## src/rtl/fully_assoc_cache.sv

```systemverilog
// Fully associative, read-only cache over a combinational ROM (mem(a) = ~a).
// One access per clock, true-LRU replacement, saturating hit/miss counters.
module fully_assoc_cache #(
  parameter int NUM_LINES = 4,
  parameter int ADDR_W    = 8,
  parameter int DATA_W    = 8
) (
  input  logic              clk,
  input  logic              rst,
  input  logic [ADDR_W-1:0] addr,
  output logic [DATA_W-1:0] out,
  output logic              hit,
  output logic [7:0]        hit_cnt,
  output logic [7:0]        miss_cnt
);

  localparam int IDX_W = (NUM_LINES > 1) ? $clog2(NUM_LINES) : 1;
  localparam logic [IDX_W-1:0] LRU_AGE = IDX_W'(NUM_LINES - 1);

  logic              valid_q [NUM_LINES];
  logic              valid_d [NUM_LINES];
  logic [ADDR_W-1:0] tag_q   [NUM_LINES];
  logic [ADDR_W-1:0] tag_d   [NUM_LINES];
  logic [DATA_W-1:0] data_q  [NUM_LINES];
  logic [DATA_W-1:0] data_d  [NUM_LINES];
  logic [IDX_W-1:0]  age_q   [NUM_LINES];
  logic [IDX_W-1:0]  age_d   [NUM_LINES];

  logic [DATA_W-1:0] out_q, out_d;
  logic              hit_q, hit_d;
  logic [7:0]        hit_cnt_q, hit_cnt_d;
  logic [7:0]        miss_cnt_q, miss_cnt_d;

  logic [DATA_W-1:0] mem_data;
  logic              hit_any;
  logic [IDX_W-1:0]  hit_way;
  logic              have_free;
  logic [IDX_W-1:0]  free_way;
  logic [IDX_W-1:0]  lru_way;
  logic [IDX_W-1:0]  way;
  logic [IDX_W-1:0]  way_age;

  always_comb begin
    // NOTE: every signal gets a default up front so no path leaves it unassigned (no latches).
    mem_data   = DATA_W'(~addr);
    hit_any    = 1'b0;
    hit_way    = '0;
    have_free  = 1'b0;
    free_way   = '0;
    lru_way    = '0;
    valid_d    = valid_q;
    tag_d      = tag_q;
    data_d     = data_q;
    age_d      = age_q;

    for (int i = 0; i < NUM_LINES; i++) begin
      if (valid_q[i] && (tag_q[i] == addr)) begin
        hit_any = 1'b1;
        hit_way = IDX_W'(i);
      end
      if (age_q[i] == LRU_AGE) lru_way = IDX_W'(i);
    end

    // Scan downwards so the lowest-index invalid way wins.
    for (int i = NUM_LINES - 1; i >= 0; i--) begin
      if (!valid_q[i]) begin
        have_free = 1'b1;
        free_way  = IDX_W'(i);
      end
    end

    way     = hit_any ? hit_way : (have_free ? free_way : lru_way);
    way_age = age_q[way];

    for (int i = 0; i < NUM_LINES; i++) begin
      if (IDX_W'(i) == way)         age_d[i] = '0;
      else if (age_q[i] < way_age)  age_d[i] = age_q[i] + IDX_W'(1);
    end

    if (!hit_any) begin
      valid_d[way] = 1'b1;
      tag_d[way]   = addr;
      data_d[way]  = mem_data;
    end

    out_d      = hit_any ? data_q[hit_way] : mem_data;
    hit_d      = hit_any;
    hit_cnt_d  = hit_cnt_q;
    miss_cnt_d = miss_cnt_q;
    if (hit_any && (hit_cnt_q != 8'hFF))   hit_cnt_d  = hit_cnt_q + 8'd1;
    if (!hit_any && (miss_cnt_q != 8'hFF)) miss_cnt_d = miss_cnt_q + 8'd1;
  end

  always_ff @(posedge clk or negedge rst) begin
    if (!rst) begin
      // NOTE: tag/data storage is reset too, so no X can reach out even if valid logic is later reworked.
      for (int i = 0; i < NUM_LINES; i++) begin
        valid_q[i] <= 1'b0;
        tag_q[i]   <= '0;
        data_q[i]  <= '0;
        age_q[i]   <= IDX_W'(i);
      end
      out_q      <= '0;
      hit_q      <= 1'b0;
      hit_cnt_q  <= '0;
      miss_cnt_q <= '0;
    end else begin
      // NOTE: non-blocking here so every flop samples the pre-edge values computed above.
      valid_q    <= valid_d;
      tag_q      <= tag_d;
      data_q     <= data_d;
      age_q      <= age_d;
      out_q      <= out_d;
      hit_q      <= hit_d;
      hit_cnt_q  <= hit_cnt_d;
      miss_cnt_q <= miss_cnt_d;
    end
  end

  assign out      = out_q;
  assign hit      = hit_q;
  assign hit_cnt  = hit_cnt_q;
  assign miss_cnt = miss_cnt_q;

endmodule

```

## config.mk

```make
export PLATFORM = sky130hd
export DESIGN_NAME = fully_assoc_cache
export DESIGN_NICKNAME = d
export VERILOG_FILES = /design/src/rtl/fully_assoc_cache.sv
export SDC_FILE = /design/constraint.sdc
export NUM_CORES = 1
export LEC_CHECK = 0
export CAP_MARGIN = 20
export CORE_MARGIN = 4
export CORE_UTILIZATION = 60
export CTS_CLUSTER_DIAMETER = 100
export CTS_CLUSTER_SIZE = 16
export DETAILED_ROUTE_END_ITERATION = 6
export PLACE_DENSITY = 0.81
export SLEW_MARGIN = 10
export SYNTH_ARGS = -nofsm -noshare
export SYNTH_HDL_FRONTEND = slang
export SYNTH_SLANG_ARGS = --single-unit
```

## constraint.sdc

```tcl
create_clock -name clk -period 4.8 [get_ports clk]
set_input_delay 1.44 -clock clk [delete_from_list [all_inputs] [get_ports clk]]
set_output_delay 1.44 -clock clk [all_outputs]
set_load 0.02 [all_outputs]
```

# Word-level counts from Yosys, hierarchy flattened
# Index checks and enable logic that the tools add are counted.
[word_totals]
in_bits = 10
ff_bits = 101
word_cells = 103
[classes]
n_bitwise = 4
n_lt_le_gt_ge = 7
n_reduce_logical = 13
n_eq_ne = 12
addsub = 6
muxes = 41
[ops]
columns = ["operator", "count"]
rows = [
  ["$bwmux W32", 2],
  ["$mux W2", 20],
  ["$eq A8 B8 Y1", 4],
  ["$mux W8", 4],
  ["$add A8 B1 Y8 const B", 2],
  ["$bmux W8 S2", 1],
  ["$demux W8 S2", 1],
  ["$ne A8 B8 Y1 const B", 2],
  ["$mux W1", 11],
  ["$add A2 B1 Y2 const B", 4],
  ["$lt A2 B2 Y1", 4],
  ["$not A8 Y8", 1],
  ["$reduce_bool A2 Y1", 4],
  ["$logic_and A1 B1 Y1", 7],
  ["$eq A2 B2 Y1 const B", 3],
  ["$ge A3 B3 Y1 const B", 2],
  ["$not A2 Y3", 2],
  ["$bmux W2 S2", 1],
  ["$eq A2 B2 Y1 const A", 2],
  ["$or A4 B4 Y4", 1],
  ["$lt A3 B1 Y1 const B", 1],
  ["$demux W1 S2", 1],
  ["$eq A1 B2 Y1 const A", 1],
  ["$logic_not A2 Y1", 1],
  ["$logic_not A1 Y1", 1],
]

# Logic depth before layout (Yosys ltp)
# Gate-level depths: netlist (run 1).
[depth]
word_depth = 14
mapped_depth = 12
ltp_nobuf = 9

# Worst setup path after synthesis (run 1)
# Ideal clock, no wire load.
[synth_path]
path_type = "input -> register"
from = "in addr[3]"
to = "reg age_q[4] in the netlist's numbering"
setup_ps = 89
t_required_ps = 4711
path_stages = 10
arrival_time_ps = 3745
setup_slack_ps = 965
cell_sequence = "buf_6 -> xnor2_1 -> nand4_1 -> or3_1 -> clkbuf_1 -> o211a_2 -> nor2_2 -> mux4_2 -> maj3_2 -> a211oi_1"
[synth_between]
elab_chain_len = 13
[synth_rtl]
columns = ["item", "line", "source"]
rows = [
  ["from (decl)", "10", "input logic [ADDR_W-1:0] addr,"],
  ["$eq A8 B8 Y1", "57", "if (valid_q[i] && (tag_q[i] == addr)) begin"],
  ["$logic_and A1 B1 Y1", "57", ""],
  ["$mux W1 (4 in series)", "57", ""],
  ["$mux W2 (*)", "72", "way = hit_any ? hit_way : (have_free ? free_way : lru_way);"],
  ["$not A2 Y3 (not written as such)", "73", "way_age = age_q[way];"],
  ["$bmux W2 S2", "73", ""],
  ["$mux W2 (not written as such) (2 in series)", "73", ""],
  ["$lt A2 B2 Y1", "77", "else if (age_q[i] < way_age) age_d[i] = age_q[i] + IDX_W'(1);"],
  ["$reduce_bool A2 Y1 (no source line)", "--", ""],
  ["to (signal, indexed assignment)", "101", "age_q[i] <= IDX_W'(i);"],
  ["to (signal assigned)", "112", "age_q <= age_d;"],
  ["to (decl)", "26", "logic [IDX_W-1:0] age_q [NUM_LINES];"],
]
# Every way passes the cells marked *; elsewhere a longest branch is shown, timed or not. The select of a mux whose other input is x is not followed.
# A chain may end at the register's enable or synchronous reset.

# Final worst setup path (run 1)
[layout_path]
from = "in addr[3]"
to = "reg tag_q[18] in the netlist's numbering"
[layout_between]
elab_chain_len = 13
[layout_rtl]
columns = ["item", "line", "source"]
rows = [
  ["$eq A8 B8 Y1", "57", ""],
  ["$logic_and A1 B1 Y1", "57", ""],
  ["$mux W1 (4 in series)", "57", ""],
  ["$mux W2", "72", ""],
  ["$not A2 Y3 (not written as such)", "82", "tag_d[way] = addr;"],
  ["$ge A3 B3 Y1 (not written as such) / $lt A3 B1 Y1 (equally long branches)", "82", ""],
  ["$logic_and A1 B1 Y1 (not written as such)", "82", ""],
  ["$mux W8 (not written as such)", "82", ""],
  ["$demux W8 S2", "82", ""],
  ["$bwmux W32", "82", ""],
  ["to (signal assigned)", "110", "tag_q <= tag_d;"],
  ["to (decl)", "22", "logic [ADDR_W-1:0] tag_q [NUM_LINES];"],
]
# Several ways; a longest one is shown, not always the timed one.

==> summary.txt, run 1 <==
Outcome
  • Status: completed

Clocking
  • Clk sinks: 101
  • Resize count post-CTS: 0
  • CTS tree: yes
  • Hold_buf cts: 0
  • Clk Latency, worst-skew pair: 0.36 ns
  • Post-CTS Setup Repair Bufs: 0
  • CTS Buf Count: 9
  • Htree depth: 3
  • Clk root buf: clkbuf_8
  • Clock transition at path regs: 0.09 ns
  • Max Buffers Root-to-Sink: 2

Yosys
  • Syn avg cell area: 10.5 sq um
  • Post-synth cell types: 51
  • Ys Warns: 0
  • #FFs+latches synth: 101
  • Syn Inst Count: 456
  • Synth Net Count: 471
  • Register area share after synthesis: 52.8%
  • Mapped Area: 0.00480 sq mm

Pwr
  • Cell Pwr Density: 733 mW/mm^2
  • P_sw: 1.60 mW
  • Seq pwr share: 37.4%
  • Total power: 4.06 mW
  • Int Pwr: 2.46 mW
  • Worst vdd ir: 311 uV
  • Logic pwr share: 49.6%
  • LEAKAGE: 2.41 nW
  • Clock share of power: 13.0%
  • Switching share of power: 39.4%

STA
  • Clock skew: 0.00861 ns
  • Setup tns final: 0 ns
  • Final setup fails: 0
  • Max Slew Vio Count: 0
  • Clock period minus worst slack: 4.15 ns
  • Period utilization: 86.5%
  • Unrepaired setup endpoints after global routing: no
  • WHS: 0.488 ns
  • Worst Tran Pin Value: 0.559 ns
  • Final count of hold timing violations: 0
  • Worst slew margin: 62.7%
  • Fmax: 0.241 GHz

Route
  • Routed WL: 10.1 mm
  • Remaining antenna violation count: 0
  • TritonRoute pass-1 iters: 4
  • DRC: 0
  • Vias per cell: 5.76
  • DR WL/cell: 16.8 microns
  • Initial drt markers: 196
  • Vias: 3471

Hold path
  • Hold path start: data_q[14]
  • HP Class: register to register

Worst setup path
  • Slowest stage delay, CP: 0.73 ns
  • Crit-path max FO: 28
  • Worst setup path startpoint: addr[3]
  • Startpoint Class: input port
  • Highest-delay cell along the critical path: clkdlybuf4s50_1
  • Worst reg2reg startpoint: age_q[4]
  • Crit path buf inv count: 2
  • CP endpoint kind: register
  • Worst Path Class, Setup: input port to register
  • Family with the most delay on the worst path: simple AND/OR/NAND/NOR gates
  • CP Data Required Time: 5.04 ns
  • WP data arrival: 4.39 ns
  • CP cell instances: clkdlybuf4s50_1 > xnor2_1 > nand4_1 > or3_4 > and2_4 > a211o_1 > or3_1 > buf_12 > mux2_2

Place
  • IO buf count: 34
  • HPWL after DPL: 7.21 mm
  • DP Area: 0.00532 sq mm
  • RD Place Congestion: 0.908
  • Cells after DPL: 587

Finish
  • Most common cell after layout, fill and taps aside: dfrtp_1
  • Layout net count: 512
  • Post-route cell area: 0.00554 sq mm
  • Finished Layout Cells: 603
  • Share of layout cells above drive strength 1: 15.4%
  • Most frequent cells in the layout: dfrtp_1 (97), nand2_1 (77), xnor2_1 (40), o21ai_0 (40), clkdlybuf4s50_1 (33)
  • Area grow syn2layout: 15.4%
  • Inserted Diodes: 0

GRT
  • GRT Total Usage: 22.4%
  • Vias in the first global route: 3468
  • Initial antenna violation count: 1
  • Pin count of the biggest net entering global routing: 88
  • Total grt overflow: 0
  • Wire length of the first global-routing pass: 17.1 mm

Job
  • Max-cap violations: 0

Die
  • # IOs: 35
  • Die Span X: 97.4 microns
  • Initial core utilization: 61.8%
  • Die ar.: 0.00949 sq mm
  • Die height: 97.4 microns
  • Cell row count: 32
  • Core Region: 0.00777 sq mm
[sequential cells by signal, indices dropped and copies added, names as in the netlist]
| register | flops |
|---|---|
| tag_q | 32 |
| hit | 1 |
| age_q | 8 |
| hit_cnt | 8 |
| data_q | 32 |
| out | 8 |
| miss_cnt | 8 |
| valid_q | 4 |
[routing by layer]
layer  wire, microns  vias to the layer above  share of wire [%]  GRT usage [%]
li1                -                     1667                  -              -
met5              20                        -               0.20              0
met4             261                        2                2.6           8.20
met3             588                       20                5.8           4.31
met1            4280                     1681                 42           29.7
met2            4970                      101                 49           37.0
[tightest hold or removal path, delay by kind of cell, from the launching register on]
family | cells | cell delay (ns)
flip-flops | 1 | 0.35
AO/OA/AOI/OAI | 1 | 0.06
AND/OR/NAND/NOR | 1 | 0.05
[per-stage QoR]
| stage | worst slack (ns) | utilization, % |
|---|---|---|
| finish | 0.650 | 71.3 |
| detailed placement | 0.251 | 68.5 |
| global route | 0.419 | 71.3 |
| CTS | 0.643 | 71.0 |
| global placement | 0.309 | 68.5 |
| floorplan | 0.965 | - |
[cells by family after synthesis]
group / share of synthesized area, %
flip-flops: 52.8
multiplexers: 7.14
buffers and inverters: 3.78
AO/OA/AOI/OAI: 12.4
XOR/XNOR: 8.37
AND/OR/NAND/NOR: 13.4
adder cells (fa/ha/maj): 2.19
[layout make-up]
| cell class | instances | area (sq um) |
|---|---|---|
| inverters | 11 | 41.3 |
| fillers | 566 | 2230 |
| well taps | 102 | 128 |
| repair buffers | 56 | 561 |
| multi-input cells | 318 | 2090 |
| clock inverters | 3 | 46.3 |
| flip-flops and latches | 101 | 2530 |
| clock buffers | 12 | 145 |
[Yosys cell counts (all sizes together)]
cell | n | share of area [%]
and2 | 1 | 0.18
inv | 11 | 0.86
nor2b | 4 | 0.52
o211ai | 7 | 1.1
a221o | 2 | 0.42
nor3 | 6 | 0.73
a21oi | 10 | 1.0
o311a | 2 | 0.42
mux2i | 5 | 1.0
mux2 | 22 | 5.2
o22ai | 5 | 0.65
a221oi | 1 | 0.18
buf | 13 | 1.9
and3 | 4 | 0.52
o21ai | 52 | 5.4
a311oi | 2 | 0.50
nand4 | 11 | 1.4
ha | 5 | 1.3
a21boi | 1 | 0.16
o31ai | 2 | 0.31
or3 | 9 | 1.3
nor2 | 14 | 1.2
nand2b | 4 | 0.52
nand3 | 8 | 0.83
mux4 | 2 | 0.94
dfstp | 4 | 2.2
a211o | 1 | 0.18
o211a | 1 | 0.21
clkbuf | 13 | 1.0
a31oi | 5 | 0.65
dfrtp | 97 | 51
a32oi | 2 | 0.52
maj3 | 4 | 0.89
a32o | 1 | 0.21
nand2 | 78 | 6.2
a211oi | 2 | 0.42
xnor2 | 41 | 7.6
xor2 | 4 | 0.73
[path summary, 6_finish.rpt]
kind                                to  slack, ns  depth (start not counted)
hold reg to reg             data_q[14]       0.49                          2
setup reg to reg              age_q[6]       1.83                          9
setup / recovery             tag_q[18]       0.65                          9
min in group asynchronous  miss_cnt[3]       1.05                          1
hold / removal              data_q[14]       0.49                          2
max in group asynchronous    tag_q[16]       2.87                          3
[power groups by stage]
| stage | clock network (mW) | registers [mW] | logic (mW) |
|---|---|---|---|
| 4_1_cts | 0.536 | 1.52 | 2.02 |
| 3_3_place_gp | 0 | 1.51 | 1.94 |
| 2_1_floorplan | 0 | 1.54 | 1.40 |
| 3_5_place_dp | 0 | 1.53 | 2.02 |
| 5_1_grt | 0.573 | 1.57 | 2.23 |
| 6_report | 0.526 | 1.52 | 2.01 |
No activity file was read; power rests on OpenSTA's default activity.
==> run 2, diff against run 1 <==
ABC_CLOCK_PERIOD_IN_PS = 4800   (was default)
==> results of run 2 <==
Final layout, timing and power as in run 1 (identical DEF).
==> run 3, diff against run 2 <==
GPL_TIMING_DRIVEN = 0   (was default)
==> run 3 against run 2 <==
  * Die area unchanged
  * Critical endpoint is now data_q[13]
  * Clock skew up 0.0045 ns
  * Count of clock-buffer cells in the layout down 1
  * Critical path type unchanged
  * Register-to-register slack worse by 0.29 ns
  * Largest cell class unchanged
  * Worst hold slack better by 0.0017 ns
  * First-iteration DRC count down 0.51%
  * Largest power group unchanged
==> summary.txt, run 3 (synthesis results as in run 1) <==
STA
  • Final count of hold timing violations: 0 (unchanged)
  • Unrepaired setup endpoints after global routing: no
  • Worst Tran Pin Value: 0.972 ns (+0.413 ns)
  • Max Slew Vio Count: 0 (unchanged)
  • Worst slew margin: 34.7% (-28 points)
  • Final setup fails: 0 (unchanged)
  • Clock skew: 0.0131 ns (+0.00446 ns)
  • Clock period minus worst slack: 4.66 ns (+0.512 ns)
  • Period utilization: 97.1% (+11 points)
  • Setup tns final: 0 ns (unchanged)
  • Fmax: 0.214 GHz (-11%)

Worst setup path
  • Most frequent CP cell: clkbuf_1
  • Critical path depth in cells: 11 (+2)
  • Family with the most delay on the worst path: buffers and inverters
  • CP cell instances: clkdlybuf4s50_1 > buf_2 > xnor2_1 > nand4_1 > nor3_1 > a311oi_2 > or3_1 > clkbuf_1 > clkbuf_1 > nand2_1 > o21ai_0
  • Crit Reg-Reg Endpoint: data_q[13]
  • R2R setup slack: 1.54 ns (-0.29 ns)
  • Worst Reg-to-Reg Cells: 11 (+2)
  • Worst reg2reg startpoint: tag_q[19]
  • Critical Path End: data_q[13]
  • CP Data Required Time: 5.03 ns (about the same)
  • Slowest stage delay, CP: 0.76 ns (+0.03 ns)
  • Worst Path Class, Setup: input port to register
  • Worst setup path startpoint: addr[2]
  • WP data arrival: 4.89 ns (+0.50 ns)
  • Crit path buf inv count: 4 (+2)
  • Startpoint Class: input port
  • CP endpoint kind: register
  • Highest-delay cell along the critical path: nor3_1
  • Crit-path max FO: 10 (-64%)

Clocking
  • CTS tree: yes
  • Hold_buf cts: 0 (unchanged)
  • Resize count post-CTS: 0 (unchanged)
  • Max Buffers Root-to-Sink: 2 (unchanged)
  • CTS Buf Count: 9 (unchanged)
  • Htree depth: 3 (unchanged)
  • Clk root buf: clkbuf_8
  • Clock transition at path regs: 0.09 ns (about the same)
  • Clk Latency, worst-skew pair: 0.37 ns (about the same)
  • Post-CTS Setup Repair Bufs: 0 (unchanged)
  • Clk sinks: 101 (unchanged)

Finish
  • Most common cell after layout, fill and taps aside: dfrtp_1
  • Inserted Diodes: 0 (unchanged)
  • Multi-input gate area in the final layout: 0.00209 sq mm (unchanged)
  • Share of layout cells above drive strength 1: 13.9% (-1.5 points)
  • Fillers: 592 (+4.6%)
  • Finished Layout Cells: 606 (+0.50%)
  • Reg area: 0.00253 sq mm (unchanged)
  • Area grow syn2layout: 14.0%
  • Most frequent cells in the layout: dfrtp_1 (97), nand2_1 (77), xnor2_1 (40), o21ai_0 (40), clkdlybuf4s50_1 (30)
  • Layout net count: 514 (+0.39%)
  • Post-route cell area: 0.00547 sq mm (-1.2%)
  • Regs by FF count: data_q x32, tag_q x32

Outcome
  • Status: completed

Place
  • Cells after DPL: 590 (+0.51%)
  • IO buf count: 31 (-8.8%)
  • RD Place Congestion: 0.909 (+0.19%)
  • HPWL after DPL: 7.30 mm (+1.2%)
  • DP Area: 0.00526 sq mm (-1.1%)

Route
  • Vias: 3516 (+1.3%)
  • Routed WL: 10.2 mm (+0.80%)
  • Vias per cell: 5.80 (+0.79%)
  • DR WL/cell: 16.8 microns (+0.30%)
  • Remaining antenna violation count: 0 (unchanged)
  • TritonRoute pass-1 iters: 5 (+1)
  • DRC: 0 (unchanged)
  • Initial drt markers: 195 (-0.51%)

Die
  • Core Region: 0.00777 sq mm (unchanged)
  • # IOs: 35 (unchanged)
  • Initial core utilization: 61.8% (unchanged)
  • Die Span X: 97.4 microns (unchanged)
  • Die height: 97.4 microns (unchanged)
  • Die ar.: 0.00949 sq mm (unchanged)
  • Cell row count: 32 (unchanged)

GRT
  • Pin count of the biggest net entering global routing: 54 (-39%)
  • Vias in the first global route: 3495 (+0.78%)
  • Initial antenna violation count: 0 (-1)
  • GRT Total Usage: 22.5% (+0.10 points)
  • Total grt overflow: 0 (unchanged)
  • Wire length of the first global-routing pass: 17.2 mm (+0.49%)

Pwr
  • Worst vdd ir: 373 uV (+20%)
  • Switching share of power: 41.3% (+1.9 points)
  • Int Pwr: 2.40 mW (-2.4%)
  • Cell Pwr Density: 747 mW/mm^2 (+1.9%)
  • P_sw: 1.68 mW (+5.4%)
  • Seq pwr share: 37.1% (-0.3 points)
  • Logic pwr share: 49.0% (-0.6 points)
  • Clock share of power: 13.8% (+0.8 points)
  • LEAKAGE: 2.36 nW (-2.0%)

Hold path
  • Hold depth: 2 (unchanged)
  • HP Class: register to register

Job
  • Max-cap violations: 0 (unchanged)
run 3: changes by cell type in the layout (fill, tap and decap cells not counted):
cell,change
buf_12,-3
buf_2,+7
clkbuf_1,+12
buf_1,+1
buf_4,-17
clkdlybuf4s50_1,-3
inv_8,+1
buf_6,+4
inv_6,+2
clkinv_4,-1
run 3: area by class of cell:
class / count / share of cell area (%)
inverters: 11 / 0.755
flip-flops and latches: 101 / 46.3
repair buffers: 32 / 6.13
plain buffers: 26 / 2.56
well taps: 102 / 2.33
clock inverters: 5 / 1.21
clock buffers: 11 / 2.58
multi-input cells: 318 / 38.1
run 3: metal layers:
| layer | share of wire (%) | global-route usage [%] | vias up | routed length, microns |
|---|---|---|---|---|
| met1 | 44 | 29.6 | 1745 | 4520 |
| li1 | - | - | 1671 | - |
| met4 | 1.2 | 5.32 | 0 | 121 |
| met3 | 4.4 | 4.81 | 14 | 453 |
| met5 | 0 | 0 | - | 0 |
| met2 | 50 | 38.4 | 86 | 5110 |
run 3: worst min path at each step:
stage,slack [ns],startpoint,endpoint
6_report,0.49,data_q[7],data_q[7]
5_1_grt,0.51,data_q[29],data_q[29]
4_1_cts,0.49,data_q[31],data_q[31]
3_5_place_dp,0.47,data_q[31],data_q[31]
3_3_place_gp,0.46,data_q[5],data_q[5]
2_1_floorplan,0.45,valid_q[0],valid_q[0]
run 3: tightest hold or removal path: stages (launching register included):
cell and delay, ns:
dfrtp_1 0.36, nand2_1 0.05, o21ai_0 0.06
run 3: per-stage QoR:
step,util (%),power [mW],hold slack (ns),setup slack (ns)
floorplan,-,2.93,0.449,0.965
global placement,67.4,3.41,0.461,-1.41
detailed placement,67.8,3.52,0.470,-0.175
CTS,70.4,4.09,0.493,0.191
global route,70.4,4.38,0.514,0.0383
finish,70.4,4.08,0.489,0.138
run 3: power by group through the flow:
stage	Clock (mW)	Sequential [mW]	Combinational, mW
floorplan	0	1.54	1.40
global placement	0	1.51	1.90
detailed placement	0	1.53	1.99
CTS	0.574	1.51	2.00
global route	0.611	1.56	2.21
finish	0.565	1.52	2.00
==> patch, RTL diff (flow settings as in run 1) <==
Change the parameter `NUM_LINES` from 4 to 8.
--- a/src/rtl/fully_assoc_cache.sv
+++ b/src/rtl/fully_assoc_cache.sv
@@ -1,7 +1,7 @@
 // Fully associative, read-only cache over a combinational ROM (mem(a) = ~a).
 // One access per clock, true-LRU replacement, saturating hit/miss counters.
 module fully_assoc_cache #(
-  parameter int NUM_LINES = 4,
+  parameter int NUM_LINES = 8,
   parameter int ADDR_W    = 8,
   parameter int DATA_W    = 8
 ) (
Function: changed (a bounded check fails within 10 cycles, from zero or initial values and one cycle with rst low).
==> patch against run 1 <==
Area after synthesis up 110%; sequential cell count up 84; final cell count increased by 110%; final area rose by 120%; highest routed layer is now met4; synthesized cell count increased by 100%; clock skew grew 0.0032 ns; die area increased by 96%; routed wire length up 130%; via count up 110%; non-clock buffer count up 104; worst setup slack worse by 0.59 ns.
Power is not shown: default switching activity piles up to over one toggle a cycle in this logic, so the estimate is an artifact.
==> patch: results (changes against run 1) <==
Vias in the first global route -> 7512 (+120%)
H-tree depth reported by CTS -> 4 (+1)
1st-pass router iterations -> 5 (+1)
Worst Skew -> 0.0118 ns (+0.00322 ns)
Avg Inst Size Synth -> 10.8 um2 (+2.9%)
Clock root cell -> clkbuf_16
Synth cell types -> 62 (+22%)
Top flop regs -> data_q: 64 flops, tag_q: 64 flops, age_q: 24 flops
Capturing point of the worst reg2reg path -> age_q[19]$_DFFE_PN0P_
Arrival @ worst endpoint -> 5.06 ns (+0.67 ns)
R2R Setup Slk -> 0.96 ns (-0.87 ns)
CTS clk-pin slew, worst paths -> 0.07 ns (-0.02 ns)
Pin count of the biggest net entering global routing -> 82 (-6.8%)
Status -> finished clean
Hold-critical path endpoint -> data_q[12]$_DFFE_PN0P_
Worst-Skew Late Latency -> 0.43 ns (+0.07 ns)
Commonest cells in the netlist -> 173 x dfrtp_1, 110 x nand2_1, 74 x o21ai_0
Iteration-0 DRC Markers -> 532 (+170%)
Min-delay src -> data_q[12]$_DFFE_PN0P_
WL per Instance -> 18.3 um (+9.1%)
Dpl cell area -> 11200 um2 (+110%)
Total CTS buffers -> 17 (+8)
Global-route wire length before repair -> 37.1 mm (+120%)
Worst Tran Pin Value -> 0.611 ns (+0.0516 ns)
Reg-to-reg startpoint -> age_q[16]$_DFFE_PN1P_
Syn_nets -> 948 (+100%)
Gpl congestion -> 0.885 (-2.5%)
Hpwl dp -> 14.9 mm (+110%)
Slowest cell delay on critical path -> 0.54 ns (-0.19 ns)
-- patch: layout make-up --
type	instances	area (um2)
inverter	25	93.8
tap	216	270
sequential	185	4640
clock buffer	22	464
fill	1033	3810
clock inverter	10	165
timing repair buffer	160	1540
multi-input combinational	647	5010
-- patch: what timing repair did --
action / 4_1_cts / 5_1_grt
pin swaps: 0 / 24
endpoints found under the setup margin: 24 / 23
gates resized for setup: 3 / 37
endpoints found under the hold margin: 0 / 0
gates cloned: 0 / 3
setup buffers: 2 / 12
-- patch: routing by layer --
layer,routed length (um),GRT usage (%),up-vias
li1,-,-,3438
met5,0,0,-
met1,9830,33.4,3699
met3,1180,5.88,48
met2,11600,42.2,211
met4,515,8.12,0
-- patch: cell families (layout without fill, tap and decap cells) --
family	Yosys count	after routing	synth area share (%)
mux	127	127	14.1
simple gates	257	257	13.7
xor+xnor	77	77	6.82
fa+ha+maj	25	25	3.16
flops	185	185	47.0
buf+inv	81	217	4.68
compound gates	161	161	10.5
